**config.mk**
```make
export PLATFORM = sky130hd
export DESIGN_NAME = key_filter_multi
export DESIGN_NICKNAME = d
export VERILOG_FILES = /design/src/rtl/key_filter_pkg.sv /design/src/rtl/key_filter_ch.sv /design/src/rtl/key_filter_multi.sv
export SDC_FILE = /design/constraint.sdc
export NUM_CORES = 1
export LEC_CHECK = 0
export ABC_CLOCK_PERIOD_IN_PS = 5700
export CAP_MARGIN = 20
export CORE_MARGIN = 5
export CORE_UTILIZATION = 60
export CTS_CLUSTER_DIAMETER = 200
export DETAILED_ROUTE_END_ITERATION = 10
export HOLD_SLACK_MARGIN = 0.05
export PLACE_DENSITY = 0.77
export RECOVER_POWER = 100
export SLEW_MARGIN = 10
export SYNTH_ARGS = -nofsm -noshare
export SYNTH_HDL_FRONTEND = slang
export SYNTH_SLANG_ARGS = --single-unit
export TNS_END_PERCENT = 50
```
**constraint.sdc**
```tcl
create_clock -name Clk -period 5.7 [get_ports Clk]
set_input_delay 1.14 -clock Clk [delete_from_list [all_inputs] [get_ports Clk]]
set_output_delay 1.14 -clock Clk [all_outputs]
set_load 0.02 [all_outputs]
```
**src/rtl/key_filter_pkg.sv**
```systemverilog
// Shared definitions for the multi-channel key debouncer: FSM encoding and
// the counter width helper.
package key_filter_pkg;

  // Per-channel filter FSM. The encoding is fixed so that state dumps read the
  // same across all tools.
  typedef enum logic [1:0] {
    StIdle   = 2'd0,
    StFiltDn = 2'd1,
    StDown   = 2'd2,
    StFiltUp = 2'd3
  } key_fsm_e;

  // Width needed to hold any of the three cycle counts without wrapping.
  function automatic int unsigned cnt_width(input int unsigned debounce_cyc,
                                            input int unsigned long_cyc,
                                            input int unsigned repeat_cyc);
    int unsigned max_cyc;
    max_cyc = debounce_cyc;
    if (long_cyc > max_cyc) max_cyc = long_cyc;
    if (repeat_cyc > max_cyc) max_cyc = repeat_cyc;
    return $clog2(max_cyc + 1);
  endfunction

endpackage

```
**src/rtl/key_filter_ch.sv**
```systemverilog
// One key channel: 2-FF synchroniser, press/release filter FSM, debounce
// counter and hold counter for long-press / auto-repeat detection.
module key_filter_ch
  import key_filter_pkg::*;
#(
  parameter int unsigned DEBOUNCE_CYC = 1_000_000,
  parameter int unsigned LONG_CYC     = 50_000_000,
  parameter int unsigned REPEAT_CYC   = 0
) (
  input  logic clk_i,
  input  logic rst_i,
  input  logic key_ni,
  output logic key_press_o,
  output logic key_release_o,
  output logic key_long_o,
  output logic key_state_o
);

  localparam int unsigned CNT_W = cnt_width(DEBOUNCE_CYC, LONG_CYC, REPEAT_CYC);

  localparam logic [CNT_W-1:0] DebLast  = CNT_W'(DEBOUNCE_CYC - 1);
  localparam logic [CNT_W-1:0] LongLast = CNT_W'(LONG_CYC - 1);
  // Reloading here makes the counter climb back to LongLast in REPEAT_CYC cycles.
  localparam logic [CNT_W-1:0] Reload   = CNT_W'(LONG_CYC - REPEAT_CYC);

  logic       sync1_q, sync2_q;
  key_fsm_e   state_q, state_d;
  logic [CNT_W-1:0] cnt_q, cnt_d;
  logic [CNT_W-1:0] hold_q, hold_d;
  logic       press_q, press_d;
  logic       release_q, release_d;
  logic       long_q, long_d;
  logic       level_q, level_d;
  logic       s;

  assign s = sync2_q;

  // Next-state logic for the filter FSM, both counters and the event pulses.
  always_comb begin
    state_d   = state_q;
    cnt_d     = cnt_q;
    hold_d    = hold_q;
    press_d   = 1'b0;
    release_d = 1'b0;
    long_d    = 1'b0;
    level_d   = level_q;

    unique case (state_q)
      StIdle: begin
        cnt_d = '0;
        if (!s) state_d = StFiltDn;
      end

      StFiltDn: begin
        if (s) begin
          // Bounce back to released: drop the attempt silently.
          state_d = StIdle;
          cnt_d   = '0;
        end else if (cnt_q == DebLast) begin
          state_d = StDown;
          cnt_d   = '0;
          hold_d  = '0;
          press_d = 1'b1;
          level_d = 1'b0;
        end else begin
          cnt_d = cnt_q + CNT_W'(1);
        end
      end

      StDown: begin
        cnt_d = '0;
        if (s) begin
          // Hold count is frozen while the release is being filtered.
          state_d = StFiltUp;
        end else if (hold_q == LongLast) begin
          if (REPEAT_CYC != 0) begin
            hold_d = Reload;
            long_d = (Reload == LongLast);
          end
        end else begin
          hold_d = hold_q + CNT_W'(1);
          long_d = (hold_d == LongLast);
        end
      end

      StFiltUp: begin
        if (!s) begin
          // Release glitch: resume the hold count where it stopped.
          state_d = StDown;
          cnt_d   = '0;
        end else if (cnt_q == DebLast) begin
          state_d   = StIdle;
          cnt_d     = '0;
          hold_d    = '0;
          release_d = 1'b1;
          level_d   = 1'b1;
        end else begin
          cnt_d = cnt_q + CNT_W'(1);
        end
      end

      default: begin
        state_d = StIdle;
        cnt_d   = '0;
        hold_d  = '0;
      end
    endcase
  end

  // Synchroniser, FSM state, counters and registered outputs; sync reset.
  always_ff @(posedge clk_i) begin
    if (rst_i) begin
      sync1_q   <= 1'b1;
      sync2_q   <= 1'b1;
      state_q   <= StIdle;
      cnt_q     <= '0;
      hold_q    <= '0;
      press_q   <= 1'b0;
      release_q <= 1'b0;
      long_q    <= 1'b0;
      level_q   <= 1'b1;
    end else begin
      sync1_q   <= key_ni;
      sync2_q   <= sync1_q;
      state_q   <= state_d;
      cnt_q     <= cnt_d;
      hold_q    <= hold_d;
      press_q   <= press_d;
      release_q <= release_d;
      long_q    <= long_d;
      level_q   <= level_d;
    end
  end

  assign key_press_o   = press_q;
  assign key_release_o = release_q;
  assign key_long_o    = long_q;
  assign key_state_o   = level_q;

endmodule

```
**src/rtl/key_filter_multi.sv**
```systemverilog
// Debouncer for NUM_KEYS active-low push-buttons: one independent filter
// channel per key plus a combined press/release event flag.
module key_filter_multi
  import key_filter_pkg::*;
#(
  parameter int unsigned NUM_KEYS     = 4,
  parameter int unsigned DEBOUNCE_CYC = 1_000_000,
  parameter int unsigned LONG_CYC     = 50_000_000,
  parameter int unsigned REPEAT_CYC   = 0
) (
  input  logic                Clk,
  input  logic                Reset,
  input  logic [NUM_KEYS-1:0] key,
  output logic [NUM_KEYS-1:0] key_press,
  output logic [NUM_KEYS-1:0] key_release,
  output logic [NUM_KEYS-1:0] key_long,
  output logic [NUM_KEYS-1:0] key_state,
  output logic                key_flag
);

  // Counters assume at least two cycles of filtering and a reload that fits.
  if (DEBOUNCE_CYC < 2 || LONG_CYC < 2 || REPEAT_CYC > LONG_CYC) begin : g_bad_params
    $error("key_filter_multi: illegal DEBOUNCE_CYC/LONG_CYC/REPEAT_CYC combination");
  end

  for (genvar i = 0; i < NUM_KEYS; i++) begin : g_ch
    key_filter_ch #(
      .DEBOUNCE_CYC (DEBOUNCE_CYC),
      .LONG_CYC     (LONG_CYC),
      .REPEAT_CYC   (REPEAT_CYC)
    ) u_ch (
      .clk_i         (Clk),
      .rst_i         (Reset),
      .key_ni        (key[i]),
      .key_press_o   (key_press[i]),
      .key_release_o (key_release[i]),
      .key_long_o    (key_long[i]),
      .key_state_o   (key_state[i])
    );
  end

  // Combinational so user logic sees the flag in the same cycle as the pulses.
  assign key_flag = |(key_press | key_release);

endmodule

```
==> flow_metrics.py, run 1 <==
metrics = {
    "routing": {
        "ant_nets": 0,
        "routed_wl_um": 27570,
        "dr.pass1.iters": 7,
        "drc": 0,
        "drt_iter0_drc": 767,
        "viasPerCell": 6.076,
        "wl_per_cell_um": 15.25,
        "vias": 10990,
    },
    "synth": {
        "async_flop_share_pct": 0,
        "synth-edff-count": 0,
        "yosysWarnings": 0,
        "synth_seq_cells": 240,
        "synth_nets": 1577,
        "postSynthAreaPerCell_um2": 7.953,
        "seq_area_frac_synth_pct": 38.75,
        "syn-instance-count": 1559,
        "synth_largest_area_cell": "dfxtp_1",
        "ys_types": 66,
        "netlist.area_leader.share_pct": 38.75,
        "ys.flop_type": "dfxtp_1",
        "netlist_area_mm2": 0.01240,
        "synthTopCellsByArea": "dfxtp_1 39%, nor2_1 6.7%, xor2_1 4.9%",
    },
    "global_route": {
        "grt_max_degree": 75,
        "grt_pass1_wl_um": 47720,
        "overflow": 0,
        "antenna_found_initial": 0,
        "track_usage_pct": 22.70,
        "grt_pass1_vias": 10120,
    },
    "setup_path": {
        "ff2ff_path_depth": 6,
        "cp_max_fo": 17,
        "crit_path_max_incr_delay_ns": 1.52,
        "reg2reg_slack_ns": 1.49,
        "crit_type": "reg -> reg",
        "end_kind": "flop",
        "worstSetupStartpointType": "flop",
        "required_ns": 6.05,
        "cp_cell_sequence": "or4_1, or4b_1, o31ai_1, o21ai_2, mux2i_1, nor2_1",
        "regToRegEndpoint": "g_ch[2].u_ch.hold_q[4]",
        "r2r_start": "g_ch[2].u_ch.hold_q[10]",
        "endpoint": "g_ch[2].u_ch.hold_q[4]",
        "cp.depth": 6,
        "critical_path.top_delay_family": "compound AO/OA/AOI/OAI gates",
        "path_buf_inv": 0,
        "startpoint": "g_ch[2].u_ch.hold_q[10]",
        "critical_path.slowest_cell": "o31ai_1",
        "cp.arrival_ns": 4.57,
    },
    "cts": {
        "root_buffer": "clkbuf_16",
        "clockBufferDepth": 3,
        "clock_latency_ns": 0.53,
        "post_cts_resized": 0,
        "htreeDepth": 1,
        "tritoncts": "yes",
        "numCtsBuffers": 26,
        "clkTransAtPathRegs_ns": 0.06,
        "postCtsSetupBuffers": 0,
        "hold_buffers": 0,
        "cts.sinks": 240,
    },
    "placed_design": {
        "place_congestion": 0.9283,
        "placed_cells": 1758,
        "pre_cts_slack_ns": 2.381,
        "dpl.hpwl_um": 18270,
        "port_buffers": 22,
    },
    "layout": {
        "nNetsFinal": 1536,
        "n_antenna_cell": 0,
        "drive_above_1_share_pct": 5.072,
        "fin_cells": 1808,
        "syn2layout_area_growth_pct": 8.669,
    },
    "timing": {
        "fin_worst_skew_ns": 0.02578,
        "max_freq_ghz": 0.2374,
        "maxSlewHeadroom_pct": -30.48,
        "finalSetupViolations": 0,
        "fin_crit_ns": 4.213,
        "fin_crit_sh_pct": 73.91,
        "tightest_slew_ns": 1.941,
        "hold_slack_ns": 0.4140,
        "drv_slew": 72,
        "finalSetupTns_ns": 0,
        "hold_viol_final": 0,
        "final.setup.worst_slack_ns": 1.487,
        "rsz0062_at_grt": "no",
    },
    "run_status": {
        "violations": "capacitance limit, slew limit",
        "status": "finished, violations left",
    },
    "die": {
        "core_area_mm2": 0.02030,
        "die_x_um": 153.8,
        "fp.dieH_um": 153.8,
        "start_util_pct": 61.08,
        "ios": 23,
        "rows": 52,
        "die_area_mm2": 0.02364,
    },
    "power": {
        "power_density_mw_per_mm2": 261.4,
        "leakagePower_nw": 4.013,
        "vdd_ir_drop_max_uv": 254.5,
    },
    "min_path": {
        "hp-class": "reg -> reg",
        "min_from": "g_ch[0].u_ch.sync1_q",
    },
    "flow_run": {
        "cap_violations": 3,
    },
}
[sequential cells by signal, indices dropped and copies added, names as in the netlist, named ones only]
| name | cells |
|---|---|
| g_ch.u_ch.sync1_q | 4 |
| g_ch.u_ch.state_q | 4 |
| g_ch.u_ch.key_press_o | 4 |
| g_ch.u_ch.key_state_o | 4 |
| g_ch.u_ch.s | 4 |
| g_ch.u_ch.hold_q | 104 |
| g_ch.u_ch.cnt_q | 104 |
| g_ch.u_ch.key_long_o | 4 |
| g_ch.u_ch.key_release_o | 4 |
[how the worst min path moves through the flow]
stage / endpoint / cells after the start / slack (ns)
after floorplan: g_ch[0].u_ch.s / 1 / 0.39
final: g_ch[0].u_ch.s / 1 / 0.41
after global placement: g_ch[2].u_ch.s / 1 / 0.40
after CTS: g_ch[0].u_ch.s / 1 / 0.41
after detailed placement: g_ch[0].u_ch.s / 1 / 0.40
after global routing: g_ch[0].u_ch.s / 1 / 0.42
[area by class of cell]
cell class              count  area (um2)
clock inverters            12       163.9
fillers                  1734        6827
flip-flops and latches    240        4805
multi-input cells        1184        6988
repair buffers             34       279.0
well taps                 270       337.8
inverters                  32       120.1
clock buffers              36       779.5
[per-stage QoR]
| stage | utilization, % | area, um2 | total power [mW] |
|---|---|---|---|
| 3_5_place_dp | 61.93 | 12570 | 1.755 |
| 6_report | 66.37 | 13470 | 3.522 |
| 4_1_cts | 66.57 | 13510 | 3.562 |
| 5_1_grt | 66.37 | 13470 | 3.642 |
| 2_1_floorplan | - | 12400 | 1.745 |
| 3_3_place_gp | 61.93 | 12570 | 1.755 |
[routing by layer]
metal	global-route usage, %	wire (um)
met5	0	0
met4	5.803	640
met3	3.204	1456
met2	36.08	12240
met1	32.66	13230
[synthesized netlist by cell type (32+ instances only)]
master and n:
a21oi_1 71, a311oi_1 58, clkbuf_1 78, dfxtp_1 240, inv_1 32, nand2_1 138
nand3_1 88, nand4_1 64, nor2_1 221, nor3_1 55, nor4_1 38, o21ai_0 47
xnor2_1 59, xor2_1 69
[cells in the final DEF, fill, tap and decap left out, types with 5 or more instances in the layout]
cell             n
dfxtp_1        240
nor2_1         221
nand2_1        138
nand3_1         88
a21oi_1         71
xor2_1          69
nand4_1         65
xnor2_1         59
a311oi_1        58
nor3_1          55
o21ai_0         54
nor4_1          38
inv_1           32
and3_1          31
clkbuf_16       27
or3_1           24
a31oi_1         24
and4_1          18
or2_2           17
dlygate4sd3_1   17
nor4b_1         14
nand2b_1        12
and2_1          12
ha_1            12
or4_1           11
nor3b_1         10
clkbuf_1         9
nand3b_1         7
a211oi_1         7
o21a_1           7
clkbuf_8         7
clkinv_2         7
a41oi_1          6
buf_4            5
[power by group]
| group | total [mW] | switching (mW) | internal, mW |
|---|---|---|---|
| registers | 1.69 | 0.00467 | 1.68 |
| logic | 0.0310 | 0.0212 | 0.00976 |
| clock network | 1.81 | 0.672 | 1.13 |
[logic make-up after synthesis]
kind of cell / count (synthesis) / share of synthesized area [%]
flip-flops: 240 / 38.75
AO/OA/AOI/OAI: 259 / 13.84
buffers and inverters: 135 / 4.662
adder cells (fa/ha/maj): 12 / 1.211
AND/OR/NAND/NOR: 782 / 32.25
multiplexers: 3 / 0.2422
XOR/XNOR: 128 / 9.042
No activity file was read; power rests on OpenSTA's default activity.
==> run 2, diff against run 1 <==
- ABC_CLOCK_PERIOD_IN_PS: 5700 -> 3550
- CORE_UTILIZATION: 60 -> 57
- clock period: 5.7 -> 3.55 ns (I/O delays scaled with it)
==> flow_metrics.py, run 2 (synthesized netlist as in run 1, its figures left out) <==
metrics = {
    "placed_design": {
        "pre_cts_slack_ns": 0.5603,
        "dpl.hpwl_um": 18910,
        "placed_cells": 1778,
        "port_buffers": 22,
        "dpl_cell_area_mm2": 0.01266,
        "place_congestion": 0.9317,
    },
    "routing": {
        "drc": 0,
        "wl_per_cell_um": 15.28,
        "vias": 11080,
        "routed_wl_um": 27910,
        "dr.pass1.iters": 5,
        "drt_iter0_drc": 901,
        "viasPerCell": 6.062,
        "ant_nets": 0,
    },
    "die": {
        "die_x_um": 157.5,
        "rows": 54,
        "fp.dieH_um": 157.5,
        "start_util_pct": 57.34,
        "core_area_mm2": 0.02162,
        "die_area_mm2": 0.02480,
        "ios": 23,
    },
    "setup_path": {
        "startpoint": "g_ch[3].u_ch.cnt_q[2]",
        "crit_type": "reg -> reg",
        "cp_max_fo": 11,
        "required_ns": 3.88,
        "end_kind": "flop",
        "worstSetupStartpointType": "flop",
        "cp.arrival_ns": 3.55,
        "ff2ff_path_depth": 6,
        "r2r_start": "g_ch[3].u_ch.cnt_q[2]",
    },
    "timing": {
        "maxSlewHeadroom_pct": 7.965,
        "finalSetupViolations": 0,
        "hold_slack_ns": 0.4216,
        "hold_viol_final": 0,
        "tightest_slew_ns": 1.381,
        "rsz0062_at_grt": "no",
        "fin_worst_skew_ns": 0.009565,
        "max_freq_ghz": 0.3107,
        "finalSetupTns_ns": 0,
        "final.setup.worst_slack_ns": 0.3317,
        "fin_crit_ns": 3.218,
        "fin_crit_sh_pct": 90.66,
        "drv_slew": 0,
    },
    "cts": {
        "clkTransAtPathRegs_ns": 0.06,
        "post_cts_resized": 0,
        "numCtsBuffers": 26,
        "hold_buffers": 0,
        "clock_latency_ns": 0.52,
        "cts.sinks": 240,
        "clockBufferDepth": 3,
        "htreeDepth": 1,
        "root_buffer": "clkbuf_16",
        "postCtsSetupBuffers": 0,
        "tritoncts": "yes",
    },
    "global_route": {
        "grt_pass1_vias": 10020,
        "antenna_found_initial": 1,
        "track_usage_pct": 22.26,
        "grt_max_degree": 60,
        "overflow": 0,
        "grt_pass1_wl_um": 47670,
    },
    "min_path": {
        "hp-class": "reg -> reg",
        "hold_path_depth": 1,
        "min_from": "g_ch[0].u_ch.sync1_q",
    },
    "layout": {
        "final_common_cell": "dfxtp_1",
        "n_antenna_cell": 0,
        "nNetsFinal": 1545,
        "fin_util_pct": 62.68,
        "finalInstanceArea_mm2": 0.01355,
        "syn2layout_area_growth_pct": 9.304,
        "drive_above_1_share_pct": 5.365,
        "reg_top3": "g_ch.u_ch.cnt_q: 104 flops, g_ch.u_ch.hold_q: 104 flops",
        "fin_cells": 1827,
        "final_cell_mix": "240 x dfxtp_1, 221 x nor2_1, 138 x nand2_1",
    },
    "power": {
        "vdd_ir_drop_max_uv": 262.0,
        "power_density_mw_per_mm2": 419.5,
        "leakagePower_nw": 4.039,
        "total_power_mw": 5.685,
    },
    "run_status": {
        "status": "finished, final reports clean",
    },
    "flow_run": {
        "cap_violations": 0,
    },
}
run 2: final timing paths:
kind,endpoint,slack (ns)
max,g_ch[3].u_ch.hold_q[5],0.33
min,g_ch[0].u_ch.s,0.42
max reg2reg,g_ch[3].u_ch.hold_q[5],0.33
min reg2reg,g_ch[0].u_ch.s,0.42
run 2: power breakdown:
part / internal (mW) / total, mW / leakage [nW] / switching [mW]
clock network: 1.85 / 2.93 / 0.464 / 1.07
logic: 0.0162 / 0.0523 / 1.64 / 0.0361
registers: 2.70 / 2.71 / 1.93 / 0.00734
run 2: routing by layer:
| layer | vias to the layer above | global-route usage [%] | share of wire (%) |
|---|---|---|---|
| met3 | 39 | 3.024 | 4.8 |
| met5 | - | 0 | 0 |
| met2 | 247 | 36.76 | 47 |
| li1 | 5559 | - | - |
| met4 | 0 | 5.899 | 1.9 |
| met1 | 5230 | 30.80 | 47 |
run 2: layout make-up:
cell class | instances | area [um2]
inverter | 32 | 120.1
timing repair buffer | 43 | 335.3
clock buffer | 36 | 759.5
fill | 1899 | 8069
tap | 280 | 350.3
multi-input combinational | 1184 | 6992
sequential | 240 | 4805
clock inverter | 12 | 190.2
run 2: critical path: stages (launching register included):
cell,delay [ns]
dfxtp_1,0.41
and4_1,0.28
nand3_1,0.20
or4_1,0.61
o21ai_0,1.04
buf_4,0.37
a311oi_1,0.12
